## config.mk

```make
export PLATFORM = sky130hd
export DESIGN_NAME = score_cell_engine
export DESIGN_NICKNAME = d
export VERILOG_FILES = /design/src/rtl/score_cell_engine.sv
export SDC_FILE = /design/constraint.sdc
export NUM_CORES = 1
export LEC_CHECK = 0
export ABC_AREA = 1
export CAP_MARGIN = 0
export CORE_MARGIN = 5
export CORE_UTILIZATION = 59
export DETAILED_ROUTE_END_ITERATION = 6
export DONT_BUFFER_PORTS = 1
export PLACE_DENSITY_LB_ADDON = 0.1
export SLEW_MARGIN = 15
export SYNTH_ARGS = -nofsm -noshare
export SYNTH_HDL_FRONTEND = slang
export SYNTH_SLANG_ARGS = --single-unit
```

## constraint.sdc

```tcl
create_clock -name clk -period 4.8 [get_ports clk]
set_clock_uncertainty 0.05 [all_clocks]
set_input_delay 0.96 -clock clk [delete_from_list [all_inputs] [get_ports clk]]
set_output_delay 0.96 -clock clk [all_outputs]
set_load 0.01 [all_outputs]
```

## src/rtl/score_cell_engine.sv

```systemverilog
// Score engine for one Needleman-Wunsch cell: requests the diag/up/left neighbours,
// captures them as they return, scores the cell and issues a single write.
//
//  state   | meaning
//  S_IDLE  | waiting for start; i, j and match are latched when start is seen
//  S_REQ   | three read requests, count = 0 (diag), 1 (up), 2 (left)
//  S_WAIT  | requests issued, waiting for the left score to return
//  S_CALC  | candidates formed and best score/direction registered
//  S_WRITE | we/done strobe with wr_addr, wr_data and dir valid
module score_cell_engine #(
    parameter int N           = 128,
    parameter int BitAddr     = $clog2(N + 1),
    parameter int addr_lenght = $clog2((N + 1) * (N + 1)),
    parameter int SW          = 16,
    parameter int MATCH       = 1,
    parameter int MISMATCH    = -1,
    parameter int GAP         = -2,
    parameter int RD_LAT      = 2
) (
    input  logic                   clk,
    input  logic                   rst,
    input  logic                   start,
    input  logic [BitAddr:0]       i,
    input  logic [BitAddr:0]       j,
    input  logic                   match,
    input  logic [SW-1:0]          data_in,
    output logic                   en_read,
    output logic [1:0]             count,
    output logic [addr_lenght-1:0] wr_addr,
    output logic [SW-1:0]          wr_data,
    output logic [1:0]             dir,
    output logic                   we,
    output logic                   done,
    output logic                   busy
);

    typedef enum logic [2:0] {S_IDLE, S_REQ, S_WAIT, S_CALC, S_WRITE} state_t;

    localparam logic signed [SW:0] SUB_MATCH    = MATCH[SW:0];
    localparam logic signed [SW:0] SUB_MISMATCH = MISMATCH[SW:0];
    localparam logic signed [SW:0] GAP_EXT      = GAP[SW:0];

    state_t                   state_q, state_d;
    logic [BitAddr:0]         i_q, i_d, j_q, j_d;
    logic                     match_q, match_d;
    logic [SW-1:0]            diag_q, diag_d, up_q, up_d, left_q, left_d;
    logic [RD_LAT-1:0]        pv_q, pv_d;
    logic [RD_LAT-1:0][1:0]   pt_q, pt_d;
    logic                     en_read_q, en_read_d;
    logic [1:0]               count_q, count_d;
    logic [addr_lenght-1:0]   wr_addr_q, wr_addr_d;
    logic [SW-1:0]            wr_data_q, wr_data_d;
    logic [1:0]               dir_q, dir_d;
    logic                     we_q, we_d, done_q, done_d, busy_q, busy_d;

    logic                     left_cap;
    logic signed [SW:0]       sub, sum_d, sum_u, sum_l;
    logic signed [SW-1:0]     cand_d, cand_u, cand_l, best;
    logic [1:0]               best_dir;
    logic [addr_lenght-1:0]   cell_addr;

    // Clamp an SW+1 bit sum back into the SW-bit signed range.
    function automatic logic [SW-1:0] sat_sw(input logic [SW:0] x);
        if (x[SW] != x[SW-1])
            sat_sw = x[SW] ? {1'b1, {(SW-1){1'b0}}} : {1'b0, {(SW-1){1'b1}}};
        else
            sat_sw = x[SW-1:0];
    endfunction

    assign left_cap = pv_q[RD_LAT-1] && (pt_q[RD_LAT-1] == 2'd2);

    always_comb begin
        sub    = match_q ? SUB_MATCH : SUB_MISMATCH;
        sum_d  = $signed({diag_q[SW-1], diag_q}) + sub;
        sum_u  = $signed({up_q[SW-1], up_q}) + GAP_EXT;
        sum_l  = $signed({left_q[SW-1], left_q}) + GAP_EXT;
        cand_d = sat_sw(sum_d);
        cand_u = sat_sw(sum_u);
        cand_l = sat_sw(sum_l);
        if (cand_d >= cand_u && cand_d >= cand_l) begin
            best     = cand_d;
            best_dir = 2'b01;
        end else if (cand_u >= cand_l) begin
            best     = cand_u;
            best_dir = 2'b10;
        end else begin
            best     = cand_l;
            best_dir = 2'b11;
        end
        cell_addr = addr_lenght'(j_q) + addr_lenght'(1)
                  + addr_lenght'(N + 1) * (addr_lenght'(i_q) + addr_lenght'(1));
    end

    always_comb begin
        state_d   = state_q;
        i_d       = i_q;
        j_d       = j_q;
        match_d   = match_q;
        diag_d    = diag_q;
        up_d      = up_q;
        left_d    = left_q;
        en_read_d = en_read_q;
        count_d   = count_q;
        wr_addr_d = wr_addr_q;
        wr_data_d = wr_data_q;
        dir_d     = dir_q;
        we_d      = 1'b0;
        done_d    = 1'b0;
        busy_d    = busy_q;

        // Read-return tracker: runs independently of the FSM so any RD_LAT works.
        pv_d    = pv_q;
        pt_d    = pt_q;
        pv_d[0] = en_read_q;
        pt_d[0] = count_q;
        for (int k = 1; k < RD_LAT; k++) begin
            pv_d[k] = pv_q[k-1];
            pt_d[k] = pt_q[k-1];
        end

        if (pv_q[RD_LAT-1]) begin
            case (pt_q[RD_LAT-1])
                2'd0:    diag_d = data_in;
                2'd1:    up_d   = data_in;
                2'd2:    left_d = data_in;
                default: ;
            endcase
        end

        case (state_q)
            S_IDLE: begin
                if (start) begin
                    state_d   = S_REQ;
                    i_d       = i;
                    j_d       = j;
                    match_d   = match;
                    en_read_d = 1'b1;
                    count_d   = 2'd0;
                    busy_d    = 1'b1;
                end
            end
            S_REQ: begin
                if (count_q == 2'd2) begin
                    state_d   = S_WAIT;
                    en_read_d = 1'b0;
                end else begin
                    count_d = count_q + 2'd1;
                end
            end
            S_WAIT: begin
                if (left_cap) state_d = S_CALC;
            end
            S_CALC: begin
                state_d   = S_WRITE;
                wr_addr_d = cell_addr;
                wr_data_d = best;
                dir_d     = best_dir;
                we_d      = 1'b1;
                done_d    = 1'b1;
            end
            S_WRITE: begin
                state_d = S_IDLE;
                busy_d  = 1'b0;
            end
            default: begin
                state_d   = S_IDLE;
                en_read_d = 1'b0;
                busy_d    = 1'b0;
            end
        endcase
    end

    always_ff @(posedge clk or posedge rst) begin
        if (rst) begin
            state_q   <= S_IDLE;
            i_q       <= '0;
            j_q       <= '0;
            match_q   <= 1'b0;
            diag_q    <= '0;
            up_q      <= '0;
            left_q    <= '0;
            pv_q      <= '0;
            pt_q      <= '0;
            en_read_q <= 1'b0;
            count_q   <= 2'd0;
            wr_addr_q <= '0;
            wr_data_q <= '0;
            dir_q     <= 2'b00;
            we_q      <= 1'b0;
            done_q    <= 1'b0;
            busy_q    <= 1'b0;
        end else begin
            state_q   <= state_d;
            i_q       <= i_d;
            j_q       <= j_d;
            match_q   <= match_d;
            diag_q    <= diag_d;
            up_q      <= up_d;
            left_q    <= left_d;
            pv_q      <= pv_d;
            pt_q      <= pt_d;
            en_read_q <= en_read_d;
            count_q   <= count_d;
            wr_addr_q <= wr_addr_d;
            wr_data_q <= wr_data_d;
            dir_q     <= dir_d;
            we_q      <= we_d;
            done_q    <= done_d;
            busy_q    <= busy_d;
        end
    end

    assign en_read = en_read_q;
    assign count   = count_q;
    assign wr_addr = wr_addr_q;
    assign wr_data = wr_data_q;
    assign dir     = dir_q;
    assign we      = we_q;
    assign done    = done_q;
    assign busy    = busy_q;

endmodule

```

==> flow_metrics.tcl <==
set metrics [dict create \
    ant_nets 0 \
    yosysMostFrequentCell "nand2_1" \
    max_stage_delay_ps 420 \
    wirelength_um 22900 \
    via_count 7871 \
    dp_slack_ps 15.5 \
    crit_buf_inv 5 \
    cp_common_cell "nand2_1" \
    synth_warnings 0 \
    first_pass_iters 6 \
    r2r_cells 31 \
    yosysTopAreaCell "dfrtp_1" \
    layout_setup_ws_ps 341 \
    gp_congestion 0.962 \
    syn-num-nets 1371 \
    post_drt_wl_per_cell_um 15.9 \
    rows 44 \
    grt_max_degree 52 \
    via_per_inst 5.48 \
    holdBufCountCts 0 \
    max_slew_margin_pct 29.5 \
    port_buffers 0 \
    synth_common_cells "nand2_1, inv_1, dfrtp_1" \
    hold_viol 0 \
    fin_area_um2 9890 \
    tightest_slew_ps 1050 \
    path_delay_family "simple AND/OR/NAND/NOR gates" \
    gr-total-overflow 0 \
    hp-class "flip-flop to flip-flop" \
    path_class "flip-flop to flip-flop" \
    insertion_delay_ps 430 \
    clock-root-buffer "clkbuf_16" \
    clk_pin_slew_ps 60 \
    crit_required_ps 5060 \
    synth_top_area_share_pct 32.1 \
    start_kind "flip-flop" \
    track_usage_pct 26.5 \
    cp_data_arrival_time_ps 4720 \
    fp.coreArea_um2 14600 \
    hpwl_um 17600 \
    drt_iter0_markers 561 \
    nFillCells 1280 \
    grt_pass1_vias 7378 \
    numCtsBuffers 17 \
    cap_violations 0 \
    antenna_found_initial 0 \
    avgSynthCellArea_um2 7.30 \
    die_area_um2 17600 \
    min_period_ps 4460 \
    fin_crit_sh_pct 92.9 \
    drcViolationCount 0 \
    drv_slew 0 \
    htreeDepth 4 \
    startpoint "match_q" \
    ys_ff_latch 114 \
    post_dp_cell_area_um2 9130 \
    drive_above_1_share_pct 11.3 \
    setup_violations 0 \
    holdPathStages 0 \
    synthCells 1219 \
    fmax_mhz 224 \
    hold-worst-slack_ps 298 \
    finalSetupTns_ps 0 \
    synth_flop_cell "dfrtp_1" \
    ys_seq_area_share_pct 32.1 \
    critPathCaptureType "flip-flop" \
    num_antenna_cells 0 \
    nets 1391 \
    crit_slowest_cell "dfrtp_2" \
    cts_sinks 114 \
    clock_path_buffers 2 \
    synth.area.top_cells "dfrtp_1, nand2_1, ha_1" \
    path_max_fanout 9 \
    syn-cell-area_um2 8890 \
    io_pins 77 \
    area_delta_synth_final_pct 11.2 \
    grt_setup_unrepaired "false" \
    async_flop_share_pct 100 \
    crit_cells 31 \
    worstReg2RegStart "match_q" \
    chipHeight_um 133 \
    synth_edf_count 0 \
    grt_pass1_wl_um 37500 \
    min_from "pv_q[0]" \
    run_status "completed" \
    fp.dieW_um 133 \
    cts_tree "done" \
    initial_core_util_pct 60.7 \
    synthDistinctLibCells 38 \
]
kinds of logic (layout without fill, tap and decap cells):
logic type      after synthesis  count (layout)  share of synthesized area [%]
simple gates                587             588                           28.3
buf+inv                     202             234                           9.21
compound gates              162             162                           9.73
fa+ha+maj                   114             114                           16.5
flops                       114             114                           32.1
xor+xnor                     29              29                           2.86
mux                          11              11                           1.39
what timing repair did:
| item | CTS | global route |
|---|---|---|
| endpoints found under the hold margin | 0 | 0 |
| gates resized for setup | 1 | 36 |
| pin swaps | 0 | 4 |
| cloned | 0 | 3 |
| setup endpoints to repair | 15 | 19 |
| setup buffers | 0 | 4 |
through the flow:
stage	util (%)	std cells
after CTS	66.4	1429
after detailed placement	62.3	1397
after global routing	67.6	1436
final	67.6	1436
after global placement	62.3	1397
after floorplan	-	1219
final cells by class:
class / instances / area, µm² / share of cell area (%)
timing repair buffer: 26 / 203 / 2.05
inverter: 174 / 664 / 6.72
sequential: 114 / 2850 / 28.8
tap: 184 / 230 / 2.33
clock inverter: 14 / 155 / 1.57
multi-input combinational: 904 / 5330 / 53.9
clock buffer: 18 / 439 / 4.44
timing repair inverter: 2 / 15.0 / 0.152
flip-flops by register name (all words and copies together) (netlist names):
signal and count:
busy 1, count 2, diag_q 16, dir 2
done 1, en_read 1, i_q 9, j_q 9
left_q 16, match_q 1, pt_d 2, pt_q 2
pv_q 2, state_q 3, up_q 16, wr_addr 15
wr_data 16
metal layers:
metal  track usage, %  wire [µm]
met1             35.0      10300
met2             43.6      10800
met5                0          0
met4             8.83        587
met3             5.20       1150
cell usage in the layout (no fill, tap or decap), types with 11 or more instances in the layout:
cell type and instances:
inv_1 163, mux2_2 11, nand2_2 16, a21oi_1 54
nor2_1 77, xor2_1 21, buf_4 24, nand4_1 14
nand3_1 60, nand2_1 371, clkbuf_16 17, o21ai_0 79
ha_1 102, dfrtp_1 113
worst reg2reg max path, delay by kind of cell (launching register included):
family          cells  cell delay (ps)
simple gates       22             2160
buf+inv             5              560
flops               1              420
compound gates      1              210
fa+ha+maj           3              960
path summary, 6_finish.rpt:
kind	slack (ps)	end
min reg2reg	300	pv_q[1]
max in group asynchronous	3400	up_q[15]
min in group asynchronous	440	i_q[3]
max	340	wr_data[4]
min	300	pv_q[1]
max reg2reg	340	wr_data[4]
Power is left out: the tool's default activity adds up to more than one toggle a clock period on the data nets, which glitch-free logic cannot reach.
